==> config.mk <==
export PLATFORM = sky130hd
export DESIGN_NAME = dmux_1xn_reg
export DESIGN_NICKNAME = d
export VERILOG_FILES = /design/src/rtl/dmux_1xn_reg.sv
export SDC_FILE = /design/constraint.sdc
export NUM_CORES = 1
export LEC_CHECK = 0
export ABC_CLOCK_PERIOD_IN_PS = 2300
export CORE_ASPECT_RATIO = 1.25
export CORE_MARGIN = 10
export CORE_UTILIZATION = 45
export CTS_BUF_LIST = sky130_fd_sc_hd__clkbuf_16
export DETAILED_ROUTE_END_ITERATION = 12
export HOLD_SLACK_MARGIN = 0.12
export PLACE_DENSITY_LB_ADDON = 0.05
export SYNTH_ARGS = -nofsm -noshare
export SYNTH_HDL_FRONTEND = slang
export SYNTH_SLANG_ARGS = --single-unit
==> constraint.sdc <==
create_clock -name clk -period 2.3 [get_ports clk]
set_clock_uncertainty 0.05 [all_clocks]
set_input_delay 0.345 -clock clk [delete_from_list [all_inputs] [get_ports clk]]
set_output_delay 0.345 -clock clk [all_outputs]
set_load 0.05 [all_outputs]
==> src/rtl/dmux_1xn_reg.sv <==
// Registered 1-to-N demultiplexer with a valid/ready handshake on the input and on each output slot.
// Define DMUX_BCAST_EN to add the broadcast port b, which loads one word into every channel at once.
module dmux_1xn_reg #(
    parameter int W  = 1,
    parameter int N  = 16,
    parameter int SW = $clog2(N)
) (
    input  logic           clk,
    input  logic           rst_n,
    input  logic           in_valid,
    output logic           in_ready,
    input  logic [W-1:0]   a,
    input  logic [SW-1:0]  s,
`ifdef DMUX_BCAST_EN
    input  logic           b,
`endif
    output logic [N*W-1:0] y,
    output logic [N-1:0]   y_valid,
    input  logic [N-1:0]   y_ready,
    output logic           err
);

    localparam logic [SW:0] N_EXT = (SW+1)'(N);

    logic [N-1:0][W-1:0] y_q, y_d;
    logic [N-1:0]        valid_q, valid_d;
    logic                err_q, err_d;

    logic [N-1:0] free_s;
    logic [N-1:0] sel_oh_s;
    logic [N-1:0] load_s;
    logic         in_range_s;
    logic         bcast_s;
    logic         accept_s;

`ifdef DMUX_BCAST_EN
    assign bcast_s = b;
`else
    assign bcast_s = 1'b0;
`endif

    // A slot can take a word if it is empty or is being drained in this same cycle
    assign free_s     = ~valid_q | y_ready;
    assign in_range_s = ({1'b0, s} < N_EXT);

    // One-hot decode of the select; an out-of-range select matches no channel
    always_comb begin
        sel_oh_s = '0;
        for (int k = 0; k < N; k++) begin
            if (s == SW'(k)) begin
                sel_oh_s[k] = 1'b1;
            end else begin
                sel_oh_s[k] = 1'b0;
            end
        end
    end

    // Input ready: never depends on in_valid, so the producer sees no loop through it
    always_comb begin
        in_ready = 1'b1;
        if (bcast_s) begin
            in_ready = &free_s;
        end else if (in_range_s) begin
            in_ready = |(sel_oh_s & free_s);
        end else begin
            in_ready = 1'b1;
        end
    end

    assign accept_s = in_valid & in_ready;
    assign load_s   = {N{accept_s}} & ({N{bcast_s}} | sel_oh_s);

    // Per-slot next state: a load wins over a drain so back-to-back words insert no bubble
    always_comb begin
        y_d     = y_q;
        valid_d = valid_q;
        for (int k = 0; k < N; k++) begin
            if (load_s[k]) begin
                y_d[k]     = a;
                valid_d[k] = 1'b1;
            end else if (valid_q[k] && y_ready[k]) begin
                y_d[k]     = '0;
                valid_d[k] = 1'b0;
            end else begin
                y_d[k]     = y_q[k];
                valid_d[k] = valid_q[k];
            end
        end
    end

    // Sticky error: a word with an unmapped select was accepted and thrown away
    always_comb begin
        err_d = err_q;
        if (accept_s && !bcast_s && !in_range_s) begin
            err_d = 1'b1;
        end else begin
            err_d = err_q;
        end
    end

    // State registers; reset empties every slot immediately
    always_ff @(posedge clk or negedge rst_n) begin
        if (!rst_n) begin
            y_q     <= '0;
            valid_q <= '0;
            err_q   <= 1'b0;
        end else begin
            y_q     <= y_d;
            valid_q <= valid_d;
            err_q   <= err_d;
        end
    end

    assign y       = y_q;
    assign y_valid = valid_q;
    assign err     = err_q;

endmodule

Word-level counts from Yosys, hierarchy flattened
Index checks and enable logic that the tools add are counted.
{ "totals": {"elab_cells": 150, "ff_bits": 32} }
{ "classes": {"bitwise_logic": 5, "eq_ne": 15, "mux": 64, "reduce_logical": 34} }
{ "ops": {"columns": ["operator", "n"], "rows": [
  ["$mux W1", 64],
  ["$and A16 B16 Y16", 2],
  ["$eq A4 B4 Y1 const B", 8],
  ["$reduce_bool A2 Y1", 16],
  ["$eq A4 B3 Y1 const B", 4],
  ["$logic_and A1 B1 Y1", 16],
  ["$not A16 Y16", 1],
  ["$or A16 B16 Y16", 1],
  ["$reduce_or A16 Y1", 1],
  ["$eq A4 B2 Y1 const B", 2],
  ["$eq A4 B1 Y1 const B", 1],
  ["$logic_not A4 Y1", 1],
  ["$and A1 B1 Y1", 1]
]} }

Logic depth before layout (Yosys ltp)
Gate-level depths: netlist of run 1.
{ "depth": {"word_depth": 7, "ltp_mapped": 9} }

Worst setup path before layout of run 1
OpenSTA, ideal clock, no wires.
{ "synth_path": {"path_type": "reg2reg", "from": "reg valid_q[7], in the netlist y_valid[7]", "to": "reg y_q (netlist bit y[1])", "n_path_buf": 1, "slack_ps": -221, "period_less_slack_ps": 2521, "path_stages_with_launch": 8, "arrival_ps": 2344, "t_required_ps": 2122, "path_cell_list": "dfrtp_1 > nand2b_1 > a22o_1 > a211o_1 > or4_4 > buf_6 > nand4_1 > mux2_1"} }
{ "synth_between": {"elab_chain_len": 7} }
{ "synth_rtl": {"columns": ["element", "line", "rtl"], "rows": [
  ["from (decl)", "26", "logic [N-1:0] valid_q, valid_d;"],
  ["from (signal assigned)", "109", "valid_q <= valid_d;"],
  ["$not A16 Y16 (*)", "43", "assign free_s = ~valid_q | y_ready;"],
  ["$or A16 B16 Y16 (*)", "43", null],
  ["$and A16 B16 Y16 (*)", "64", "in_ready = |(sel_oh_s & free_s);"],
  ["$reduce_or A16 Y1 (*)", "64", null],
  ["$and A1 B1 Y1 (*)", "70", "assign accept_s = in_valid & in_ready;"],
  ["$and A16 B16 Y16 (*)", "71", "assign load_s = {N{accept_s}} & ({N{bcast_s}} | sel_oh_s);"],
  ["$mux W1 / $reduce_bool A2 Y1 (equally long branches)", null, null],
  ["to (signal assigned)", "108", "y_q <= y_d;"],
  ["to (decl)", "25", "logic [N-1:0][W-1:0] y_q, y_d;"]
]} }
Every way passes the cells marked *; elsewhere a longest branch is shown, timed or not.
A chain may end at the register's enable or synchronous reset.

Worst setup path in the final report of run 1
{ "layout_path": {"from": "reg valid_q[8], in the netlist y_valid[8]", "to": "out in_ready"} }
{ "layout_between": {"elab_chain_len": 4} }
{ "layout_rtl": {"columns": ["element", "line", "rtl"], "rows": [
  ["$not A16 Y16", "43", null],
  ["$or A16 B16 Y16", "43", null],
  ["$and A16 B16 Y16", "64", null],
  ["$reduce_or A16 Y1", "64", null],
  ["to (decl)", "11", "output logic in_ready,"]
]} }
No other way between the ends.

==> out/qor.tcl, run 1 <==
set qor(clk-insertion-delay-late_ns) 0.27
set qor(synth-seq-area-share_pct) 47.27
set qor(gpl.final_weighted_congestion) 0.9127
set qor(grt_max_degree) 33
set qor(power.internal_mw) 1.328
set qor(worst_path_largest_cell_delay_ns) 0.35
set qor(seqPwrFrac_pct) 33.5
set qor(worst_hold_slack_ns) 0.3435
set qor(area_overhead_of_the_layout_relative_to_synthesis_pct) 57.83
set qor(timing_hold_violations_final) 0
set qor(die_height_um) 88.60
set qor(slew_limit_fails) 0
set qor(p_sw_uw) 703.2
set qor(fin_nets) 272
set qor(setup-violations-final) 0
set qor(worst_ir_drop_vdd_mv) 0.4727
set qor(critPathCapture) {in_ready}
set qor(io_buffers) 56
set qor(design.portCount) 58
set qor(antennaDiodeCount) 0
set qor(run_status) {finished, final reports clean}
set qor(clockPowerShare_pct) 29.7
set qor(post-route-drc-count) 0
set qor(critical_path_required_ns) 1.90
set qor(grt_pass1_vias) 1682
set qor(grt_setup_unrepaired) {true}
set qor(swShare_pct) 34.62
set qor(cellLeakagePower_nw) 1.213
set qor(routed-via-count) 1575
set qor(tritoncts.num_buffers) 5
set qor(cts.root.buffer_cell) {sky130_fd_sc_hd__clkbuf_16}
set qor(crit_path_cell_trace) {or3b_1, nand4_1, a21oi_2, buf_4, nor3_4, buf_6, nand2_4, buf_8}
set qor(tightestPinTransition_ns) 0.5381
set qor(cts_tree) {done}
set qor(num_rows) 24
set qor(proportion_of_layout_cells_with_a_drive_suffix_above_1_pct) 24.90
set qor(crit_type) {register to output pin}
set qor(htreeDepth) 2
set qor(synthDominantAreaCellType) {sky130_fd_sc_hd__dfrtp_1}
set qor(grt_pass1_wl_um) 7948
set qor(synthesis.area_per_instance_um2) 10.27
set qor(worst_ep_arrival_time_ns) 1.89
set qor(cts.clk_slew.worst_paths_ns) 0.05
set qor(share_comb_of_total_power_pct) 36.8
set qor(postRouteWirelength_um) 4993
set qor(syn-cell-area_um2) 1694
set qor(drt-vias-per-instance) 5.469
set qor(yosys_synthesis_warning_count) 0
set qor(dpl-instance-area_um2) 2436
set qor(drt_iter0_markers) 94
set qor(drt-pass1-iter-count) 4
set qor(die_area_um2) 6634
set qor(layout_worst_path_cycle_share_pct) 99.40
set qor(timing.critical_path.slowest_stage_cell) {sky130_fd_sc_hd__dfrtp_2}
set qor(synth_cell_type_count) 35
set qor(rrSetupSlack_ns) 0.07
set qor(cts_num_sinks) 32
set qor(period_minus_slack_ns) 2.286
set qor(largest_cells_by_area_after_synthesis) {sky130_fd_sc_hd__dfrtp_1 47%, sky130_fd_sc_hd__a21boi_0 7.1%, sky130_fd_sc_hd__mux2_1 6.0%}
set qor(regToRegStartpoint) {y_valid[8]}
set qor(endpoint_kind) {output pin}
set qor(critPathLaunchType) {register}
set qor(hold_class) {primary input to register}
set qor(synthDominantCellAreaShare_pct) 47.27
set qor(clock.fmax_mhz) 437.4
set qor(antenna_found_initial) 0
set qor(grt.total_usage_pct) 15.54
set qor(cap_viol_max_count) 0
set qor(worst-path-max-fanout) 2
set qor(total_of_flip_flops_plus_latches_after_synthesis) 32
set qor(timing.critical_path.from) {y_valid[8]}
set qor(final_area_um2) 2674
set qor(dpl.hpwl_um) 3755
set qor(core_area_um2) 3573
set qor(grt-ovfl-total) 0
set qor(die_width_um) 74.88
set qor(detail-route-antenna-nets) 0
set qor(placedCellCount) 276
set qor(initial_utilization_pct) 47.41
set qor(ff_to_ff_end) {y[5]}
set qor(total_power_density_per_cell_area_nw_per_um2) 759.6
set qor(slew-limit-headroom_pct) 64.01
set qor(reg2regPathDepth) 6
set qor(clock_path_buffers) 2
set qor(finalNonFillerCells) 288
set qor(synthesis.instances) 165
set qor(wire_per_inst_um) 17.34
set qor(syn-num-nets) 189
-- Yosys cell counts --
cell type / instances
sky130_fd_sc_hd__a22o_1: 1
sky130_fd_sc_hd__nand4b_1: 1
sky130_fd_sc_hd__nand2_1: 5
sky130_fd_sc_hd__o22ai_1: 5
sky130_fd_sc_hd__and3_1: 2
sky130_fd_sc_hd__o21bai_1: 1
sky130_fd_sc_hd__o311a_1: 2
sky130_fd_sc_hd__buf_2: 1
sky130_fd_sc_hd__nand3b_1: 6
sky130_fd_sc_hd__mux2_1: 9
sky130_fd_sc_hd__a211o_1: 1
sky130_fd_sc_hd__or3_1: 1
sky130_fd_sc_hd__and2_4: 1
sky130_fd_sc_hd__a21oi_1: 1
sky130_fd_sc_hd__conb_1: 1
sky130_fd_sc_hd__dfrtp_1: 32
sky130_fd_sc_hd__buf_4: 1
sky130_fd_sc_hd__o211ai_1: 1
sky130_fd_sc_hd__and2b_1: 1
sky130_fd_sc_hd__o21ai_0: 9
sky130_fd_sc_hd__nand2b_1: 7
sky130_fd_sc_hd__mux2_2: 7
sky130_fd_sc_hd__and2_1: 1
sky130_fd_sc_hd__nor2_1: 10
sky130_fd_sc_hd__or4_4: 1
sky130_fd_sc_hd__nor2b_1: 5
sky130_fd_sc_hd__nand4_1: 9
sky130_fd_sc_hd__o2111ai_1: 1
sky130_fd_sc_hd__buf_6: 3
sky130_fd_sc_hd__a21boi_0: 16
sky130_fd_sc_hd__nor3_2: 1
sky130_fd_sc_hd__nand3_1: 7
sky130_fd_sc_hd__clkbuf_1: 4
sky130_fd_sc_hd__or3b_1: 1
sky130_fd_sc_hd__inv_1: 10
-- worst max-delay path: cells and delay by family, from the launching register on --
kind / cells / cell delay (ns)
AND/OR/NAND/NOR: 4 / 0.74
buffers and inverters: 3 / 0.43
flip-flops: 1 / 0.35
AO/OA/AOI/OAI: 1 / 0.10
-- metrics by stage --
stage                     total power, mW  setup WS (ns)  utilization [%]  setup TNS (ns)
after floorplan                     1.126       -0.01463                -        -0.08707
after global placement              1.399        -0.4149            68.17          -7.179
after detailed placement            1.413        -0.4587            68.17          -8.374
after CTS                           2.038       0.002302            73.53               0
after global routing                2.120       -0.04975            74.82        -0.04975
final                               2.031        0.01374            74.82               0
-- timing repair --
item / CTS / global route
pin swaps: 4 / 4
hold buffers: 0 / 0
endpoints found under the setup margin: 15 / 12
endpoints found under the hold margin: 0 / 0
buffers inserted: 3 / 1
resized for setup: 24 / 11
-- registers in the layout, summed over array words and instances (netlist names) --
register and cells:
y_valid 16, y 16
-- worst min-delay path by stage --
stage | start | end | slack [ns] | depth (start not counted)
finish | y_ready[10] | y_valid[10] | 0.34 | 3
global route | y_ready[1] | y_valid[1] | 0.36 | 3
CTS | y_ready[8] | y_valid[8] | 0.39 | 2
detailed placement | y_valid[0] | y_valid[0] | 0.47 | 2
global placement | y_valid[0] | y_valid[0] | 0.46 | 2
floorplan | rst_n | y[0] | -0.0006 | 0
-- cell families after synthesis --
logic type             count (synthesis)  share of synthesized area, %
other                                  1                        0.2214
AOI/OAI and AO/OA                     38                         15.51
and+or+nand+nor                       59                         20.53
muxes                                 16                         10.64
buffers and inverters                 19                         5.834
DFF                                   32                         47.27
-- layer usage --
metal / up-vias / wire length, um / GRT usage, %
li1: 761 / - / -
met1: 753 / 1854 / 15.30
met2: 51 / 2699 / 28.75
met3: 10 / 371 / 6.278
met4: 0 / 68 / 4.655
met5: - / 0 / 0
-- placed cells by master (no fill, tap or decap), drive strengths merged, types with 9 or more instances in the layout --
master and instances:
clkdlybuf4s50 44, dfrtp 32, inv 12, o21ai 9
a21boi 16, mux2 16, nand4 9, nor2 10
buf 32
-- cell type report --
type,instances,area (um2)
well taps,39,48.80
flip-flops and latches,32,807.0
repair buffers,85,777.0
multi-input cells,114,867.1
inverters,10,37.54
fillers,264,899.6
clock inverters,3,11.26
clock buffers,5,125.1
-- power groups by stage --
stage	registers [mW]	logic, mW	clock network, mW
6_report	0.679	0.748	0.604
4_1_cts	0.680	0.745	0.613
5_1_grt	0.689	0.791	0.640
3_5_place_dp	0.687	0.726	0
2_1_floorplan	0.950	0.176	0
3_3_place_gp	0.681	0.718	0
Power figures use the tool's default switching activity.
==> inputs of run 2 (changes only) <==
--- a/config.mk
+++ b/config.mk
@@ -11,6 +11,7 @@
 export CORE_UTILIZATION = 45
 export CTS_BUF_LIST = sky130_fd_sc_hd__clkbuf_16
 export DETAILED_ROUTE_END_ITERATION = 12
+export GPL_TIMING_DRIVEN = 0
 export HOLD_SLACK_MARGIN = 0.12
 export PLACE_DENSITY_LB_ADDON = 0.05
 export SYNTH_ARGS = -nofsm -noshare
==> run 2 against run 1 <==
Effect of this change: critical path depth is 1 higher; non-clock buffer count decreased by 14; cell count is 4.9% lower; global-route usage about the same; clock power about the same; flip-flop and latch count unchanged; utilization down 2.3 points; setup slack better by 0.043 ns; hold slack got worse by 0.26 ns; routed wire length down 1.6%; critical path type is now primary input to output pin; largest power group unchanged.
==> out/qor.tcl, run 2 (same netlist as run 1, synthesis figures left out) <==
set qor(run_status) {finished, final reports clean} ;# unchanged
set qor(slew_limit_fails) 0 ;# unchanged
set qor(antenna_found_initial) 0 ;# unchanged
set qor(detail-route-antenna-nets) 0 ;# unchanged
set qor(hold_class) {primary input to async pin} ;# was primary input to register
set qor(critical_path.most_common_cell) {sky130_fd_sc_hd__buf_6}
set qor(crit_path_cell_trace) {buf_4, and2_4, buf_6, a22o_1, a211o_1, nor3_4, buf_6, nand2_2, buf_8} ;# was or3b_1, nand4_1, a21oi_2, buf_4, nor3_4, buf_6, nand2_4, buf_8
set qor(final_cell_mix) {44 x sky130_fd_sc_hd__clkdlybuf4s50_1, 27 x sky130_fd_sc_hd__dfrtp_1, 16 x sky130_fd_sc_hd__a21boi_0} ;# was 44 x sky130_fd_sc_hd__clkdlybuf4s50_1, 27 x sky130_fd_sc_hd__buf_4, 27 x sky130_fd_sc_hd__dfrtp_1
set qor(grt.total_usage_pct) 15.54 ;# about the same
set qor(die_height_um) 88.60 ;# unchanged
set qor(dpl-instance-area_um2) 2306 ;# was 2436 um2
set qor(crit_path_leading_delay_family) {compound AO/OA/AOI/OAI gates} ;# was simple AND/OR/NAND/NOR gates
set qor(total_power_density_per_cell_area_nw_per_um2) 782.2 ;# was 759.6 nW/um2
set qor(rrSetupSlack_ns) 0.17 ;# was 0.07 ns
set qor(initial_utilization_pct) 47.41 ;# unchanged
set qor(worst-path-max-fanout) 9 ;# was 2
set qor(tightestPinTransition_ns) 0.7251 ;# was 0.5381 ns
set qor(design.portCount) 58 ;# unchanged
set qor(grt_max_degree) 33 ;# unchanged
set qor(dpl.hpwl_um) 3650 ;# was 3755 um
set qor(clk-insertion-delay-late_ns) 0.27 ;# about the same
set qor(routed-via-count) 1524 ;# was 1,575
set qor(worst_path_largest_cell_delay_ns) 0.34 ;# was 0.35 ns
set qor(clock.fmax_mhz) 445.7 ;# was 437.4 MHz
set qor(postRouteWirelength_um) 4913 ;# was 4993 um
set qor(cts_num_sinks) 32 ;# unchanged
set qor(cts.clk_slew.worst_paths_ns) 0.05 ;# about the same
set qor(grt_pass1_vias) 1661 ;# was 1,682
set qor(grt-ovfl-total) 0 ;# unchanged
set qor(post-route-util_pct) 72.51 ;# was 74.82%
set qor(worst-path-buf-inv) 4 ;# was 3
set qor(tritoncts.num_buffers) 5 ;# unchanged
set qor(htreeDepth) 2 ;# unchanged
set qor(die_width_um) 74.88 ;# unchanged
set qor(final_area_um2) 2591 ;# was 2674 um2
set qor(gpl.final_weighted_congestion) 0.7728 ;# was 0.9127
set qor(clock_path_buffers) 2 ;# unchanged
set qor(filler_cell_count) 271 ;# was 264
set qor(grt_pass1_wl_um) 7976 ;# was 7948 um
set qor(drt-vias-per-instance) 5.562 ;# was 5.469
set qor(period_minus_slack_ns) 2.244 ;# was 2.286 ns
set qor(critPathLaunchType) {primary input} ;# was register
set qor(layout_worst_path_cycle_share_pct) 97.55 ;# was 99.40%
set qor(setup-violations-final) 0 ;# unchanged
set qor(crit_type) {primary input to output pin} ;# was register to output pin
set qor(worst_ep_arrival_time_ns) 1.85 ;# was 1.89 ns
set qor(antennaDiodeCount) 0 ;# unchanged
set qor(cts.root.buffer_cell) {sky130_fd_sc_hd__clkbuf_16} ;# unchanged
set qor(worst_ir_drop_vdd_mv) 0.5987 ;# was 0.4727 mV
set qor(num_rows) 24 ;# unchanged
set qor(timing_hold_violations_final) 0 ;# unchanged
set qor(cellLeakagePower_nw) 1.161 ;# was 1.213 nW
set qor(area_overhead_of_the_layout_relative_to_synthesis_pct) 52.95 ;# was 57.83%
set qor(core_area_um2) 3573 ;# unchanged
set qor(cap_viol_max_count) 0 ;# unchanged
set qor(slew-limit-headroom_pct) 51.66 ;# was 64.01%
set qor(endpoint_kind) {output pin} ;# unchanged
set qor(die_area_um2) 6634 ;# unchanged
set qor(wire_per_inst_um) 17.93 ;# was 17.34 um
set qor(critical_path_required_ns) 1.90 ;# about the same
set qor(cts_tree) {done} ;# unchanged
set qor(leading_cell_type_in_the_layout_fill_and_taps_excluded) {sky130_fd_sc_hd__clkdlybuf4s50_1} ;# unchanged
set qor(timing.critical_path.slowest_stage_cell) {sky130_fd_sc_hd__a211o_1} ;# was sky130_fd_sc_hd__dfrtp_2
set qor(io_buffers) 55 ;# was 56
set qor(fin_nets) 258 ;# was 272
set qor(post-route-drc-count) 0 ;# unchanged
set qor(proportion_of_layout_cells_with_a_drive_suffix_above_1_pct) 22.98 ;# was 24.90%
set qor(drt-pass1-iter-count) 4 ;# unchanged
set qor(post_cts_hold_buffer_count) 0 ;# unchanged
set qor(drt_iter0_markers) 57 ;# was 94
[run 2: changes by cell type in the layout (fill, tap and decap cells not counted), sizes merged]
cell | before | now
dlygate4sd2 | 7 | 5
buf | 32 | 15
clkbuf | 5 | 10
[run 2: final timing paths]
path,from,endpoint,depth (start not counted)
max in group asynchronous,rst_n,y_valid[5],1
min in group clk,y_ready[9],y_valid[9],2
setup reg to reg,y_valid[7],y[1],6
hold reg to reg,y_valid[0],y_valid[0],2
setup / recovery,s[0],in_ready,9
hold / removal,rst_n,y[4],1
[run 2: what timing repair did]
action / 4_1_cts / 5_1_grt
pin swaps: 4 / 6
endpoints found under the setup margin: 33 / 9
buffers inserted: 5 / 3
endpoints found under the hold margin: 0 / 0
resized for setup: 39 / 11
[run 2: final cells by class]
| cell class | count | area [um2] | share of cell area, % |
|---|---|---|---|
| Clock buffer | 5 | 125.1 | 4.829 |
| Multi-Input combinational cell | 114 | 879.6 | 33.94 |
| Inverter | 10 | 37.54 | 1.449 |
| Buffer | 8 | 80.08 | 3.090 |
| Clock inverter | 3 | 11.26 | 0.4346 |
| Sequential cell | 32 | 807.0 | 31.14 |
| Timing Repair Buffer | 63 | 601.8 | 23.23 |
| Tap cell | 39 | 48.80 | 1.883 |
[run 2: power breakdown]
group          internal (mW)  total [mW]  switching (mW)
registers              0.639       0.680          0.0409
clock network          0.388       0.605           0.217
logic                  0.298       0.741           0.444
[run 2: stage by stage]
step	TNS (ns)	power [mW]	hold WS (ns)	std cells	setup WS [ns]
after floorplan	-0.08707	1.126	-0.0005911	165	-0.01463
after global placement	-18.16	1.374	0.4525	259	-1.403
after detailed placement	-19.23	1.390	0.4777	259	-1.441
after CTS	0	2.037	0.3788	272	0.005800
after global routing	-0.0008173	2.114	0.1232	274	-0.0008173
final	0	2.027	0.08124	274	0.05631
[run 2: worst reg2reg max path, stage by stage, from the launching register on]
cell,delay (ns)
sky130_fd_sc_hd__dfrtp_2,0.39
sky130_fd_sc_hd__nand2b_4,0.06
sky130_fd_sc_hd__a22o_1,0.21
sky130_fd_sc_hd__a211o_1,0.34
sky130_fd_sc_hd__or4_4,0.48
sky130_fd_sc_hd__nand4_1,0.16
sky130_fd_sc_hd__mux2_1,0.33
[run 2: layer usage]
layer / share of wire (%) / vias up / GRT usage, %
met4: 1.2 / 0 / 5.172
met5: 0 / - / 0
li1: - / 728 / -
met2: 54 / 37 / 28.36
met3: 7.3 / 6 / 5.942
met1: 38 / 753 / 15.62
==> inputs of run 3 (changes only) <==
--- a/config.mk
+++ b/config.mk
@@ -14,6 +14,7 @@
 export GPL_TIMING_DRIVEN = 0
 export HOLD_SLACK_MARGIN = 0.12
 export PLACE_DENSITY_LB_ADDON = 0.05
+export RECOVER_POWER = 25
 export SYNTH_ARGS = -nofsm -noshare
 export SYNTH_HDL_FRONTEND = slang
 export SYNTH_SLANG_ARGS = --single-unit
==> run 3 against run 2 <==
Effect of this change: the flow now finishes with violations (capacitance limit, slew limit); die area is the same; clock power about the same; hold slack better by 0.21 ns; global-route usage is the same; clock-buffer cell count is the same; sequential share of layout area about the same; flip-flop and latch count unchanged; setup slack stayed put; largest power group unchanged; cell count unchanged.
==> out/qor.tcl, run 3 (same netlist as run 1, synthesis figures left out) <==
set qor(dpl.hpwl_um) 3650 ;# unchanged
set qor(finalNonFillerCells) 274 ;# unchanged
set qor(cts.root.buffer_cell) {sky130_fd_sc_hd__clkbuf_16} ;# unchanged
set qor(worst_ir_drop_vdd_mv) 0.5988 ;# was 0.5987 mV
set qor(die_height_um) 88.60 ;# unchanged
set qor(share_comb_of_total_power_pct) 36.6 ;# about the same
set qor(p_sw_uw) 702.0 ;# was 702.1 uW
set qor(drt_iter0_markers) 57 ;# unchanged
set qor(tritoncts.num_buffers) 5 ;# unchanged
set qor(num_rows) 24 ;# unchanged
set qor(total_power_draw_mw) 2.027 ;# about the same
set qor(run_status) {finished with violations} ;# was finished, final reports clean
set qor(antennaDiodeCount) 0 ;# unchanged
set qor(cts.clk_slew.worst_paths_ns) 0.05 ;# about the same
set qor(initial_utilization_pct) 47.41 ;# unchanged
set qor(critical_path.most_common_cell) {sky130_fd_sc_hd__buf_6} ;# unchanged
set qor(setup-violations-final) 0 ;# unchanged
set qor(grt_pass1_wl_um) 7976 ;# unchanged
set qor(worst_path_largest_cell_delay_ns) 0.34 ;# about the same
set qor(area_overhead_of_the_layout_relative_to_synthesis_pct) 52.88 ;# was 52.95%
set qor(grt-ovfl-total) 0 ;# unchanged
set qor(io_buffers) 55 ;# unchanged
set qor(leading_cell_type_in_the_layout_fill_and_taps_excluded) {sky130_fd_sc_hd__clkdlybuf4s50_1} ;# unchanged
set qor(crit_path_cell_trace) {buf_4, and2_4, buf_6, a22o_1, a211o_1, nor3_4, buf_6, nand2_2, buf_8} ;# unchanged
set qor(swShare_pct) 34.64 ;# about the same
set qor(cap_viol_max_count) 1 ;# was 0
set qor(dpl-instance-area_um2) 2306 ;# unchanged
set qor(filler_cell_count) 272 ;# was 271
set qor(regArea_um2) 807.0 ;# unchanged
set qor(gpl.final_weighted_congestion) 0.7728 ;# unchanged
set qor(final_total_negative_setup_slack_ns) 0 ;# unchanged
set qor(fin_nets) 258 ;# unchanged
set qor(multi_input_area_um2) 879.6 ;# unchanged
set qor(place_ws_ns) -1.441 ;# unchanged
set qor(die_width_um) 74.88 ;# unchanged
set qor(critPathLaunchType) {primary input} ;# unchanged
set qor(clock.fmax_mhz) 445.7 ;# unchanged
set qor(crit_type) {primary input to output pin} ;# unchanged
set qor(detail-route-antenna-nets) 0 ;# unchanged
set qor(htreeDepth) 2 ;# unchanged
set qor(clk-insertion-delay-late_ns) 0.27 ;# about the same
set qor(post-route-drc-count) 0 ;# unchanged
set qor(cts_tree) {done} ;# unchanged
set qor(worst_ep_arrival_time_ns) 1.85 ;# about the same
set qor(endpoint_kind) {output pin} ;# unchanged
set qor(grt.total_usage_pct) 15.54 ;# unchanged
set qor(tightestPinTransition_ns) 1.732 ;# was 0.7251 ns
set qor(grt_max_degree) 33 ;# unchanged
set qor(total_power_density_per_cell_area_nw_per_um2) 782.4 ;# was 782.2 nW/um2
set qor(placedCellCount) 259 ;# unchanged
set qor(final_cell_mix) {44 x sky130_fd_sc_hd__clkdlybuf4s50_1, 27 x sky130_fd_sc_hd__dfrtp_1, 16 x sky130_fd_sc_hd__a21boi_0} ;# unchanged
set qor(postLayoutSetupSlackWorst_ns) 0.05631 ;# unchanged
set qor(clock_path_buffers) 2 ;# unchanged
set qor(seqPwrFrac_pct) 33.6 ;# about the same
set qor(design.portCount) 58 ;# unchanged
set qor(wire_per_inst_um) 17.92 ;# was 17.93 um
set qor(final_area_um2) 2590 ;# was 2591 um2
set qor(hold_class) {primary input to register} ;# was primary input to async pin
set qor(cts_num_sinks) 32 ;# unchanged
set qor(proportion_of_layout_cells_with_a_drive_suffix_above_1_pct) 22.55 ;# was 22.98%
set qor(core_area_um2) 3573 ;# unchanged
set qor(grt_pass1_vias) 1661 ;# unchanged
set qor(timing.critical_path.slowest_stage_cell) {sky130_fd_sc_hd__a211o_1} ;# unchanged
set qor(cellLeakagePower_nw) 1.158 ;# was 1.161 nW
set qor(slew_limit_fails) 33 ;# was 0
set qor(drt-vias-per-instance) 5.558 ;# was 5.562
set qor(worst-path-max-fanout) 9 ;# unchanged
set qor(timing_hold_violations_final) 0 ;# unchanged
set qor(routed-via-count) 1523 ;# was 1,524
set qor(power.internal_mw) 1.324 ;# was 1.325 mW
set qor(die_area_um2) 6634 ;# unchanged
set qor(drt-pass1-iter-count) 4 ;# unchanged
set qor(critical_path_required_ns) 1.90 ;# about the same
set qor(clockPowerShare_pct) 29.9 ;# about the same
set qor(antenna_found_initial) 0 ;# unchanged
set qor(slew-limit-headroom_pct) -15.48 ;# was 51.66%
set qor(postRouteWirelength_um) 4911 ;# was 4913 um
set qor(period_minus_slack_ns) 2.244 ;# unchanged
set qor(layout_worst_path_cycle_share_pct) 97.55 ;# unchanged
set qor(failed_checks) {capacitance limit, slew limit}
## run 3: cell types whose count changed in the layout (fill, tap and decap cells not counted)
cell / before / now
sky130_fd_sc_hd__buf_2: 1 / 0
sky130_fd_sc_hd__clkbuf_1: 2 / 3
## run 3: worst max-delay path, delay by kind of cell
family          cells  cell delay [ns]
buf+inv             4             0.54
simple gates        3             0.39
compound gates      2             0.57
## run 3: final cells by class
class                   instances  area share (%)
clock buffers                   5           4.831
well taps                      39           1.884
multi-input cells             114           33.96
repair buffers                 63           23.19
clock inverters                 3          0.4348
inverters                      10           1.449
plain buffers                   8           3.092
flip-flops and latches         32           31.16
## run 3: per-stage QoR
stage | utilization, % | hold WS [ns]
6_report | 72.48 | 0.2895
5_1_grt | 72.48 | 0.2972
4_1_cts | 71.60 | 0.3788
3_5_place_dp | 64.53 | 0.4777
3_3_place_gp | 64.53 | 0.4525
2_1_floorplan | - | -0.0005911
## run 3: worst paths after layout
path                            cells after the start  slack, ns         end       start
worst min-delay path                                2       0.29  y_valid[9]  y_ready[9]
worst min register to register                      2       0.47  y_valid[0]  y_valid[0]
min in group asynchronous                           1       0.48        y[4]       rst_n
worst max register to register                      6       0.17        y[1]  y_valid[7]
worst max-delay path                                9       0.06    in_ready        s[0]
max in group asynchronous                           1       0.59  y_valid[5]       rst_n
## run 3: what timing repair did
item,4_1_cts,5_1_grt
endpoints found under the setup margin,33,9
pin swaps,4,6
buffers inserted,5,3
resized for setup,39,11
hold buffers,0,0
## run 3: layer usage
layer	track usage [%]	part of all wire, %	vias to the layer above
met4	5.172	1.2	0
met3	5.942	7.3	6
met5	0	0	-
met1	15.62	38	752
met2	28.36	54	37
li1	-	-	728
## run 3: power groups by stage
stage / registers [mW] / clock network, mW / logic (mW)
floorplan: 0.950 / 0 / 0.176
global placement: 0.681 / 0 / 0.693
detailed placement: 0.688 / 0 / 0.702
CTS: 0.681 / 0.617 / 0.739
global route: 0.690 / 0.641 / 0.783
finish: 0.680 / 0.605 / 0.741
